<file path="config.mk">
export PLATFORM = sky130hd
export DESIGN_NAME = msx_bus_initiator_flat
export DESIGN_NICKNAME = d
export VERILOG_FILES = /design/src/rtl/msx_bus_initiator_if.sv /design/src/rtl/msx_bus_initiator.sv /design/src/flat_wrapper.sv
export SDC_FILE = /design/constraint.sdc
export NUM_CORES = 1
export LEC_CHECK = 0
export BUFFER_PORTS_ARGS = -buffer_cell sky130_fd_sc_hd__buf_2
export CORE_MARGIN = 5
export CORE_UTILIZATION = 45
export DETAILED_ROUTE_END_ITERATION = 8
export PLACE_DENSITY_LB_ADDON = 0.1
export SLEW_MARGIN = 20
export SYNTH_ARGS = -nofsm -noshare
export SYNTH_HDL_FRONTEND = slang
export SYNTH_SLANG_ARGS = --single-unit
</file>
<file path="constraint.sdc">
create_clock -name clk -period 2 [get_ports clk]
set_input_delay 0.1 -clock clk [delete_from_list [all_inputs] [get_ports clk]]
set_output_delay 0.1 -clock clk [all_outputs]
set_load 0.01 [all_outputs]
</file>
<file path="src/rtl/msx_bus_initiator_if.sv">
// rtl/msx_bus_initiator_if.sv - requester handshake and MSX cartridge-slot bus bundle
interface msx_bus_initiator_if;
    logic        req;
    logic [1:0]  cmd;
    logic [15:0] req_addr;
    logic [7:0]  req_wdata;
    logic        busy;
    logic        ack;
    logic [7:0]  rdata;
    logic        timeout;
    logic [15:0] addr;
    logic [7:0]  cdout;
    logic        cdout_oe;
    logic [7:0]  cdin;
    logic        sltsl_n;
    logic        merq_n;
    logic        iorq_n;
    logic        rd_n;
    logic        wr_n;
    logic        m1_n;
    logic        wait_n;

    modport master (
        input  req, cmd, req_addr, req_wdata, cdin, wait_n,
        output busy, ack, rdata, timeout, addr, cdout, cdout_oe,
        output sltsl_n, merq_n, iorq_n, rd_n, wr_n, m1_n
    );

    modport slave (
        output req, cmd, req_addr, req_wdata, cdin, wait_n,
        input  busy, ack, rdata, timeout, addr, cdout, cdout_oe,
        input  sltsl_n, merq_n, iorq_n, rd_n, wr_n, m1_n
    );
endinterface

</file>
<file path="src/rtl/msx_bus_initiator.sv">
// rtl/msx_bus_initiator.sv - issues T-state-timed Z80/MSX memory and I/O cycles for an internal requester
module msx_bus_initiator #(
    parameter int DIV      = 4,
    parameter int MAX_WAIT = 255
) (
    input  logic                clk,
    input  logic                reset,
    msx_bus_initiator_if.master bus
);
    localparam int H  = DIV / 2;
    localparam int PW = $clog2(DIV);
    localparam logic [PW-1:0] PH_HM1  = PW'(H - 1);
    localparam logic [PW-1:0] PH_LAST = PW'(DIV - 1);
    localparam logic [PW-1:0] PH_ONE  = PW'(1);
    localparam logic [7:0]    WAIT_LIM = 8'(MAX_WAIT);

    typedef enum logic [2:0] {IDLE, T1, T2, TWA, TW, T3, DONE} state_t;

    state_t        state;
    logic [PW-1:0] ph;
    logic [7:0]    wait_cnt;
    logic [1:0]    cmd_q;
    logic          is_io;
    logic          is_wr;
    logic          at_sample;

    assign is_io = cmd_q[1];
    assign is_wr = cmd_q[0];
    assign bus.m1_n = 1'b1;

    // Last phase of the T-state where the target's WAIT line decides the next state.
    assign at_sample = (ph == PH_LAST) &&
                       (((state == T2) && !is_io) || (state == TWA) || (state == TW));

    always_ff @(posedge clk) begin
        if (reset) begin
            state       <= IDLE;
            ph          <= '0;
            wait_cnt    <= '0;
            cmd_q       <= '0;
            bus.addr    <= '0;
            bus.cdout   <= '0;
            bus.cdout_oe <= 1'b0;
            bus.sltsl_n <= 1'b1;
            bus.merq_n  <= 1'b1;
            bus.iorq_n  <= 1'b1;
            bus.rd_n    <= 1'b1;
            bus.wr_n    <= 1'b1;
            bus.busy    <= 1'b0;
            bus.ack     <= 1'b0;
            bus.rdata   <= 8'hFF;
            bus.timeout <= 1'b0;
        end else begin
            case (state)
                IDLE: begin
                    ph <= '0;
                    if (bus.req && !bus.busy) begin
                        state       <= T1;
                        cmd_q       <= bus.cmd;
                        wait_cnt    <= '0;
                        bus.timeout <= 1'b0;
                        bus.busy    <= 1'b1;
                        bus.addr    <= bus.req_addr;
                        bus.cdout_oe <= bus.cmd[0];
                        if (bus.cmd[0]) begin
                            bus.cdout <= bus.req_wdata;
                        end
                    end
                end
                DONE: begin
                    state    <= IDLE;
                    ph       <= '0;
                    bus.ack  <= 1'b0;
                    bus.busy <= 1'b0;
                end
                default: begin
                    ph <= (ph == PH_LAST) ? '0 : ph + PH_ONE;
                    case (state)
                        T1: begin
                            if (ph == PH_HM1 && !is_io) begin
                                bus.sltsl_n <= 1'b0;
                                bus.merq_n  <= 1'b0;
                                bus.rd_n    <= is_wr;
                            end
                            if (ph == PH_LAST) begin
                                state <= T2;
                                if (is_io) begin
                                    bus.iorq_n <= 1'b0;
                                    bus.rd_n   <= is_wr;
                                    bus.wr_n   <= !is_wr;
                                end else if (is_wr) begin
                                    bus.wr_n <= 1'b0;
                                end
                            end
                        end
                        T2: begin
                            if (ph == PH_LAST && is_io) begin
                                state <= TWA;
                            end
                        end
                        T3: begin
                            if (ph == PH_HM1) begin
                                bus.sltsl_n <= 1'b1;
                                bus.merq_n  <= 1'b1;
                                bus.iorq_n  <= 1'b1;
                                bus.rd_n    <= 1'b1;
                                bus.wr_n    <= 1'b1;
                            end
                            if (ph == PH_LAST) begin
                                state        <= DONE;
                                bus.ack      <= 1'b1;
                                bus.cdout_oe <= 1'b0;
                            end
                        end
                        default: ;
                    endcase
                    if (at_sample) begin
                        if (bus.wait_n) begin
                            state <= T3;
                            if (!is_wr) begin
                                bus.rdata <= bus.cdin;
                            end
                        end else if (state == TW && wait_cnt == WAIT_LIM) begin
                            // WAIT still asserted after the limit: finish the cycle with dummy data.
                            state       <= T3;
                            bus.timeout <= 1'b1;
                            bus.rdata   <= 8'hFF;
                        end else begin
                            state    <= TW;
                            wait_cnt <= wait_cnt + 8'd1;
                        end
                    end
                end
            endcase
        end
    end
endmodule

</file>
<file path="src/flat_wrapper.sv">
// flat-port wrapper written by rule: the top's interface ports become plain ports
module msx_bus_initiator_flat 
#(
    parameter int DIV      = 4,
    parameter int MAX_WAIT = 255
)
  (clk, reset, bus_req, bus_cmd, bus_req_addr, bus_req_wdata, bus_cdin, bus_wait_n, bus_busy, bus_ack, bus_rdata, bus_timeout, bus_addr, bus_cdout, bus_cdout_oe, bus_sltsl_n, bus_merq_n, bus_iorq_n, bus_rd_n, bus_wr_n, bus_m1_n);
  msx_bus_initiator_if bus_i ();
  input  logic clk;
  input  logic reset;
  input wire logic [$bits(bus_i.req)-1:0] bus_req;
  input wire logic [$bits(bus_i.cmd)-1:0] bus_cmd;
  input wire logic [$bits(bus_i.req_addr)-1:0] bus_req_addr;
  input wire logic [$bits(bus_i.req_wdata)-1:0] bus_req_wdata;
  input wire logic [$bits(bus_i.cdin)-1:0] bus_cdin;
  input wire logic [$bits(bus_i.wait_n)-1:0] bus_wait_n;
  output wire logic [$bits(bus_i.busy)-1:0] bus_busy;
  output wire logic [$bits(bus_i.ack)-1:0] bus_ack;
  output wire logic [$bits(bus_i.rdata)-1:0] bus_rdata;
  output wire logic [$bits(bus_i.timeout)-1:0] bus_timeout;
  output wire logic [$bits(bus_i.addr)-1:0] bus_addr;
  output wire logic [$bits(bus_i.cdout)-1:0] bus_cdout;
  output wire logic [$bits(bus_i.cdout_oe)-1:0] bus_cdout_oe;
  output wire logic [$bits(bus_i.sltsl_n)-1:0] bus_sltsl_n;
  output wire logic [$bits(bus_i.merq_n)-1:0] bus_merq_n;
  output wire logic [$bits(bus_i.iorq_n)-1:0] bus_iorq_n;
  output wire logic [$bits(bus_i.rd_n)-1:0] bus_rd_n;
  output wire logic [$bits(bus_i.wr_n)-1:0] bus_wr_n;
  output wire logic [$bits(bus_i.m1_n)-1:0] bus_m1_n;
  assign bus_i.req = bus_req;
  assign bus_i.cmd = bus_cmd;
  assign bus_i.req_addr = bus_req_addr;
  assign bus_i.req_wdata = bus_req_wdata;
  assign bus_i.cdin = bus_cdin;
  assign bus_i.wait_n = bus_wait_n;
  assign bus_busy = bus_i.busy;
  assign bus_ack = bus_i.ack;
  assign bus_rdata = bus_i.rdata;
  assign bus_timeout = bus_i.timeout;
  assign bus_addr = bus_i.addr;
  assign bus_cdout = bus_i.cdout;
  assign bus_cdout_oe = bus_i.cdout_oe;
  assign bus_sltsl_n = bus_i.sltsl_n;
  assign bus_merq_n = bus_i.merq_n;
  assign bus_iorq_n = bus_i.iorq_n;
  assign bus_rd_n = bus_i.rd_n;
  assign bus_wr_n = bus_i.wr_n;
  assign bus_m1_n = bus_i.m1_n;
  msx_bus_initiator #(.DIV(DIV), .MAX_WAIT(MAX_WAIT)) u_core (.clk(clk), .reset(reset), .bus(bus_i));
endmodule
</file>
# Yosys cells after proc, flatten, opt, wreduce, memory -nomap -nowiden
# Index checks and enable logic that the tools add are counted.
# Widths: inputs -> output; s select.
[word_totals] memories=0 input_bits=38 out_inout_bits=42 latch_bits=0 regBits=55 romBits=0 ram_bits=0 wordCells=123
[classes] bitwise=3 div_mod_pow=0 eq_ne=21 n_mux=45 shift=0 multipliers=0 order_cmp=0 add_sub_neg=2 n_reduce_logical=37
[ops] cell="$mux 8" count=7
[ops] cell="$reduce_and 5->1" count=5
[ops] cell="$mux 1" count=21
[ops] cell="$mux 3" count=6
[ops] cell="$reduce_bool 2->1" count=9
[ops] cell="$pmux 1 s2" count=8
[ops] cell="$pmux 8 s2" count=1
[ops] cell="$ne 2x1->1 const B" count=6
[ops] cell="$reduce_and 4->1" count=3
[ops] cell="$ne 5x1->1 const B" count=2
[ops] cell="$eq 3x3->1 const B" count=3
[ops] cell="$pmux 3 s3" count=1
[ops] cell="$reduce_and 3->1" count=3
[ops] cell="$add 8x1->8 const B" count=1
[ops] cell="$eq 8x8->1 const B" count=1
[ops] cell="$eq 3x2->1 const B" count=2
[ops] cell="$logic_and 1x1->1" count=6
[ops] cell="$pmux 3 s2" count=1
[ops] cell="$reduce_bool 6->1" count=1
[ops] cell="$ne 5x4->1 const B" count=1
[ops] cell="$ne 2x2->1 const B" count=2
[ops] cell="$reduce_and 2->1" count=2
[ops] cell="$reduce_or 4->1" count=1
[ops] cell="$eq 3x1->1 const B" count=1
[ops] cell="9 further kinds" count=14

# Depth between registers and ports, before layout
# Gate-level depths: netlist of run 1.
[depth] ltp_word=7 mapped_depth=7 ltp_nobuf=6

# Least setup slack after synthesis of run 1
# No wires, ideal clock.
[synth_path] path_type="register to register" start="register u_core.cmd_q[1]" end="register u_core.wait_cnt[2]" required_time_ns=1.930 path_stages_with_launch=8 setup_slack_ns=0.148 period_less_slack_ns=1.852 t_arrival_ns=1.782 setup_ns=0.070 n_path_buf=2 cell_sequence="dfxtp_1 -> buf_6 -> or2_4 -> a2111oi_4 -> o221ai_2 -> buf_4 -> or3_1 -> a21oi_1"
[synth_via] elab_chain_cells=7
[synth_rtl] item="from (decl)" line="msx_bus_initiator.sv:22" text="logic [1:0] cmd_q;"
[synth_rtl] item="from (signal assigned)" line="msx_bus_initiator.sv:59" text="cmd_q <= bus.cmd;"
[synth_rtl] item="$logic_not 1->1" line="msx_bus_initiator.sv:33" text="(((state == T2) && !is_io) || (state == TWA) || (state == TW));"
[synth_rtl] item="$logic_and 1x1->1" line="msx_bus_initiator.sv:33"
[synth_rtl] item="$logic_or 1x1->1 (2 in a row)" line="msx_bus_initiator.sv:33"
[synth_rtl] item="$logic_and 1x1->1" line="msx_bus_initiator.sv:32" text="assign at_sample = (ph == PH_LAST) &&"
[synth_rtl] item="$reduce_bool 2->1 (no line)"
[synth_rtl] item="$reduce_and 5->1 (no line)"
[synth_rtl] item="to (signal assigned)" line="msx_bus_initiator.sv:130" text="wait_cnt <= wait_cnt + 8'd1;"
[synth_rtl] item="to (decl)" line="msx_bus_initiator.sv:21" text="logic [7:0] wait_cnt;"
# No other way between the ends.
# A chain may end at the register's enable or synchronous reset.

# Worst setup path after layout of run 1
[layout_path] start="register u_core.state[0]" end="register u_core.wait_cnt[7]"
[layout_via] elab_chain_cells=7 elab_cells_between_ends=17 cone_classes="7 x eq/ne; 1 x mux; 1 x bitwise; 8 x reduce/logical"
[layout_rtl] item="from (decl)" line="msx_bus_initiator.sv:19" text="state_t state;"
[layout_rtl] item="from (signal assigned)" line="msx_bus_initiator.sv:37" text="state <= IDLE;"
[layout_rtl] item="from (signal assigned)" line="msx_bus_initiator.sv:58" text="state <= T1;"
[layout_rtl] item="from (signal assigned)" line="msx_bus_initiator.sv:71" text="state <= IDLE;"
[layout_rtl] item="$eq 3x2->1" line="msx_bus_initiator.sv:33"
[layout_rtl] item="$logic_and 1x1->1" line="msx_bus_initiator.sv:33"
[layout_rtl] item="$logic_or 1x1->1 (2 in a row)" line="msx_bus_initiator.sv:33"
[layout_rtl] item="$logic_and 1x1->1" line="msx_bus_initiator.sv:32"
[layout_rtl] item="$reduce_bool 2->1 (no line)"
[layout_rtl] item="$reduce_and 5->1 (no line)"
# Several ways; a longest one is shown, not always the timed one.

==> results.toml, run 1 <==
[finish]
fillers = 479
drive_gt1_share_pct = 30.6
nNetsFinal = 426
diodes = 0
regArea_mm2 = 0.00110
multiInputGateArea_mm2 = 0.00124
final_cells = 456
synthToLayoutAreaGrowth_pct = 28.1

[min_path]
worstHoldPathType = "in2reg"
holdCritStartpoint = "bus_req_addr[11]"
holdPathStages = 3
min_to = "u_core.bus.addr[11]"

[power]
p_comb_share_pct = 15.3
clock_power_share_pct = 33.4
p_switching_mw = 0.569
sw_frac_of_total_pct = 25.1
p_leak_nw = 1.35
intPower_mw = 1.70
seq_power_share_pct = 51.3
ir_drop_uv = 363
power_density_mw_per_mm2 = 726

[synthesis]
synthTopCellsByArea = "dfxtp_1 45%, nand2_1 9.7%, a21oi_1 8.2%"
avgSynthCellArea_um2 = 8.10
synth_edf_count = 0
ys_ff_latch = 55
ys_types = 41
async_reset_ff_share_pct = 0
syn-num-nets = 342
synth.most_common_cell = "nand2_1"
netlist_area_mm2 = 0.00244
netlist_instances = 301
yosysWarnings = 0
synth_common_cells = "63 x nand2_1, 55 x dfxtp_1, 40 x a21oi_1, 21 x nor2_1, 15 x clkbuf_1"
yosys.area.top_type_share_pct = 45.2
synthFlopType = "dfxtp_1"
seq_area_frac_synth_pct = 45.2
synth_top_area_cell = "dfxtp_1"

[die]
die_area_mm2 = 0.00699
initial_core_util_pct = 47.1
io_pins = 80
placementRows = 26
die_w_um = 83.6
core_mm2 = 0.00517
die_h_um = 83.6

[setup_path]
rrSetupSlack_ns = 0.1
crit_start = "u_core.state[0]"
required_ns = 2.24
crit_path_end_kind = "flip-flop"
reg2reg_depth = 6
crit_fanout = 9
r2r-end = "u_core.wait_cnt[7]"
crit_type = "reg2reg"
worstReg2RegStart = "u_core.state[0]"
critical_path_arrival_ns = 2.14
crit_path_start_kind = "flip-flop"

[sta]
setup_ws_ns = 0.0986
final-setup-viol-count = 0
fin_crit_ns = 1.90
drv_slew = 0
hold_violations = 0
fin_crit_sh_pct = 95.1
fmax_mhz = 526
clock-skew-final_ns = 0.00749

[clock_network]
cts_made_buffers = 5
cts_max_path_buffers = 2
cts_num_sinks = 55
cts.clk_slew.worst_paths_ns = 0.10
cts_tree = "built"
postCtsHoldBufs = 0
htreeDepth = 2
clk_latency_ns = 0.31
cts_root_buf = "clkbuf_8"

[placed_design]
dp_worst_setup_slack_ns = -0.00346
io_buffer_count = 78
post-dp-hpwl_um = 4070
gp_congestion = 0.872
dpl.cell_count = 443

[drt]
drt-total-wl_um = 5830
post_drt_wl_per_cell_um = 12.8
drc = 0
antenna_left = 0
vias = 2300
dr.pass1.iters = 4
drt_iter0_drc = 113
detail_route.vias_per_cell = 5.04

[outcome]
status = "finished clean"

[global_route]
grt_pass1_vias = 2209
grt-ovfl-total = 0
grt_max_degree = 31
grt_pass1_wl_um = 9630
antenna_found_initial = 0
grt_usage_pct = 16.2

[job]
cap_viol_max_count = 0
## how the worst max path moves through the flow
stage	end	cells past startpoint
after floorplan	u_core.wait_cnt[2]	7
after global placement	u_core.wait_cnt[7]	6
after detailed placement	u_core.wait_cnt[7]	6
after CTS	u_core.wait_cnt[7]	6
after global routing	u_core.wait_cnt[7]	6
final	u_core.wait_cnt[7]	6
## power groups by stage
stage	sequential [mW]	combinational, mW	clock (mW)
final	1.16	0.347	0.758
after detailed placement	1.19	0.313	0
after CTS	1.16	0.320	0.783
after global placement	1.19	0.311	0
after global routing	1.17	0.384	0.831
after floorplan	1.20	0.178	0
## repair_timing
item	CTS	global route
endpoints found under the setup margin	1	16
cloned	0	1
pin swaps	0	3
buffers inserted	0	4
gates resized for setup	1	9
## layout make-up
class / instances / share of cell area (%)
clock buffers: 6 / 2.64
clock inverters: 2 / 1.12
inverters: 8 / 0.962
multi-input cells: 217 / 39.7
flip-flops and latches: 55 / 35.4
well taps: 70 / 2.80
repair buffers: 98 / 17.4
## through the flow
stage | cell area, um2 | util (%) | total power, mW | hold WS, ns | TNS, ns
final | 3120 | 60.4 | 2.27 | 0.0164 | 0
after global routing | 3120 | 60.4 | 2.38 | 0.00984 | -0.0205
after CTS | 3060 | 59.1 | 2.26 | 0.00740 | 0
after detailed placement | 2930 | 56.6 | 1.50 | 0.347 | -0.00346
after global placement | 2930 | 56.6 | 1.50 | 0.340 | 0
after floorplan | 2440 | - | 1.38 | 0.236 | 0
## metal layers
| layer | track usage (%) | wire [um] | vias to the layer above |
|---|---|---|---|
| li1 | - | - | 1198 |
| met1 | 19.1 | 2610 | 1035 |
| met2 | 28.3 | 2780 | 62 |
| met3 | 5.23 | 381 | 5 |
| met4 | 3.95 | 53 | 0 |
| met5 | 0 | 0 | - |
## worst max-delay path, cell delays in order (launching register included)
cell       delay (ns)
dfxtp_2          0.37
buf_6            0.13
nand2_1          0.08
a2111oi_4        0.43
o221ai_4         0.20
or4_1            0.49
a21oi_1          0.14
## registers in the layout, indices dropped and copies added (netlist names)
name and cells:
u_core.bus.ack 1, u_core.bus.addr 16, u_core.bus.busy 1, u_core.bus.cdout 8, u_core.bus.cdout_oe 1, u_core.bus.iorq_n 1, u_core.bus.rd_n 1, u_core.bus.rdata 8
u_core.bus.sltsl_n 1, u_core.bus.timeout 1, u_core.bus.wr_n 1, u_core.cmd_q 2, u_core.ph 2, u_core.state 3, u_core.wait_cnt 8
## cell families after synthesis
| family | share of synthesized area, % |
|---|---|
| simple gates | 26.3 |
| flops | 45.2 |
| mux | 4.10 |
| fa+ha+maj | 1.54 |
| other cells | 0.154 |
| compound gates | 17.0 |
| buf+inv | 5.75 |
## layout by cell type, fill, tap and decap left out, drive strengths merged
cell type,count
a221o,1
ha,3
a21oi,40
conb,1
o21ai,11
or3,6
dfxtp,55
a211oi,1
o31ai,2
o21bai,2
nand4,1
nor3b,10
or2,1
nand2,63
clkinv,1
a221oi,1
and4,2
a2bb2oi,1
clkbuf,6
buf,98
a31oi,2
or4,3
o211ai,1
nor3,5
nand3,11
bufinv,1
nand2b,4
nor2b,3
mux2i,10
a2111oi,1
or3b,2
inv,8
nor2,21
o221ai,3
and2,2
o21a,1
a21boi,2
(Power assumes the default switching activity.)
==> inputs of run 2 (changes only) <==
Settings changed: CELL_PAD_IN_SITES_DETAIL_PLACEMENT set to 0, CELL_PAD_IN_SITES_GLOBAL_PLACEMENT set to 1, CORE_UTILIZATION 45 to 36.
==> results.toml, run 2 (synthesis gave the netlist of run 1 again) <==
[drt]
wl_met1_um = 2730
antenna_left = 0
dr.pass1.iters = 4
dr_wl_met3_um = 303
topRoutingLayerUsed = "met4"
drt-total-wl_um = 5980
wl_met2_um = 2910
drc = 0
drt_iter0_drc = 49
detail_route.vias_per_cell = 4.99
post_drt_wl_per_cell_um = 13.0
vias = 2300

[clock_network]
cts_resized = 0
cts_max_path_buffers = 2
postCtsSetupBuffers = 0
htreeDepth = 2
cts_tree = "built"
cts_root_buf = "clkbuf_8"
postCtsHoldBufs = 0
cts_made_buffers = 5
cts.clk_slew.worst_paths_ns = 0.09
clk_latency_ns = 0.30
cts_num_sinks = 55

[outcome]
status = "finished clean"

[setup_path]
worstPathCellList = "or2_4 -> a2111oi_4 -> o221ai_4 -> or4_1 -> a21oi_1"
crit_fanout = 15
crit_path_start_kind = "flip-flop"
critical_path_arrival_ns = 2.16
required_ns = 2.24
cp_num_buf_inv = 0
crit_path_end_kind = "flip-flop"
crit_type = "reg2reg"
crit_family = "simple AND/OR/NAND/NOR gates"
slowest_delay_ns = 0.51
cp_slowest_cell = "or4_1"

[die]
io_pins = 80
die_h_um = 92.3
placementRows = 30
die_area_mm2 = 0.00852
die_w_um = 92.3
initial_core_util_pct = 36.5
core_mm2 = 0.00668

[power]
p_leak_nw = 1.32
intPower_mw = 1.52
ir_drop_uv = 381
power_density_mw_per_mm2 = 678
p_switching_mw = 0.555
sw_frac_of_total_pct = 26.8
seq_power_share_pct = 56.0
fin_total_pwr_mw = 2.07
clock_power_share_pct = 28.0
p_comb_share_pct = 16.0

[finish]
multiInputGateArea_mm2 = 0.00121
final_cells = 461
diodes = 0
drive_gt1_share_pct = 28.3
nNetsFinal = 423
regArea_mm2 = 0.00110
regMostFlops = "u_core.bus.addr"
largest_reg_flops = 16
synthToLayoutAreaGrowth_pct = 25.3
final_common_cell = "buf_2"
utilization_pct = 45.7
layout_common_cells = "78 x buf_2, 63 x nand2_1, 53 x dfxtp_1"
fillers = 702

[global_route]
grt_pass1_wl_um = 9960
grt-ovfl-total = 0
antenna_found_initial = 0
grt_usage_pct = 14.3
grt_pass1_vias = 2220
grt_max_degree = 33

[sta]
clock-skew-final_ns = 0.00337
tightest_slew_ns = 0.576
setup_ws_ns = 0.0829
final.setup.tns_ns = 0
hold_violations = 0
drv_slew = 0
fin_crit_sh_pct = 95.9
final-setup-viol-count = 0
fin_crit_ns = 1.92
slew_headroom_pct = 61.6
fmax_mhz = 522

[placed_design]
post-dp-hpwl_um = 4350
gp_congestion = 0.754
dpl.cell_count = 455
dp_worst_setup_slack_ns = 0.0305
io_buffer_count = 78

[min_path]
worstHoldPathType = "in2reg"

[job]
cap_viol_max_count = 0
[run 2: per-layer routing]
metal / up-vias / GRT usage (%)
met5: - / 0
met4: 0 / 2.97
met3: 5 / 4.63
met2: 41 / 24.7
met1: 1074 / 17.3
li1: 1180 / -
[run 2: final timing paths]
check,start,end,slack [ns],depth (start not counted)
setup / recovery,u_core.cmd_q[1],u_core.wait_cnt[7],0.08,5
hold / removal,bus_req_addr[4],u_core.bus.addr[4],0.02,3
setup reg to reg,u_core.cmd_q[1],u_core.wait_cnt[7],0.08,5
hold reg to reg,u_core.bus.iorq_n,u_core.bus.iorq_n,0.44,2
[run 2: stage by stage]
stage | hold slack (ns) | instance area [um2]
floorplan | 0.236 | 2440
global placement | 0.343 | 2970
detailed placement | 0.347 | 2970
CTS | 0.0167 | 3040
global route | 0.00673 | 3060
finish | 0.0244 | 3060
[run 2: area by class of cell]
type | count | share of cell area (%)
multi-input combinational | 216 | 39.6
sequential | 55 | 36.1
timing repair buffer | 96 | 17.6
tap | 80 | 3.28
clock buffer | 6 | 2.38
inverter | 8 | 0.983
[run 2: worst register-to-register path, delay by kind of cell, from the launching register on]
kind / cells / cell delay [ns]
flops: 1 / 0.33
simple gates: 2 / 0.77
compound gates: 3 / 0.77
[run 2: power groups by stage]
stage          logic (mW)  registers, mW  clock network (mW)
2_1_floorplan       0.178           1.20                   0
3_3_place_gp        0.330           1.19                   0
3_5_place_dp        0.332           1.19                   0
4_1_cts             0.333           1.16               0.606
5_1_grt             0.372           1.17               0.655
6_report            0.332           1.16               0.579
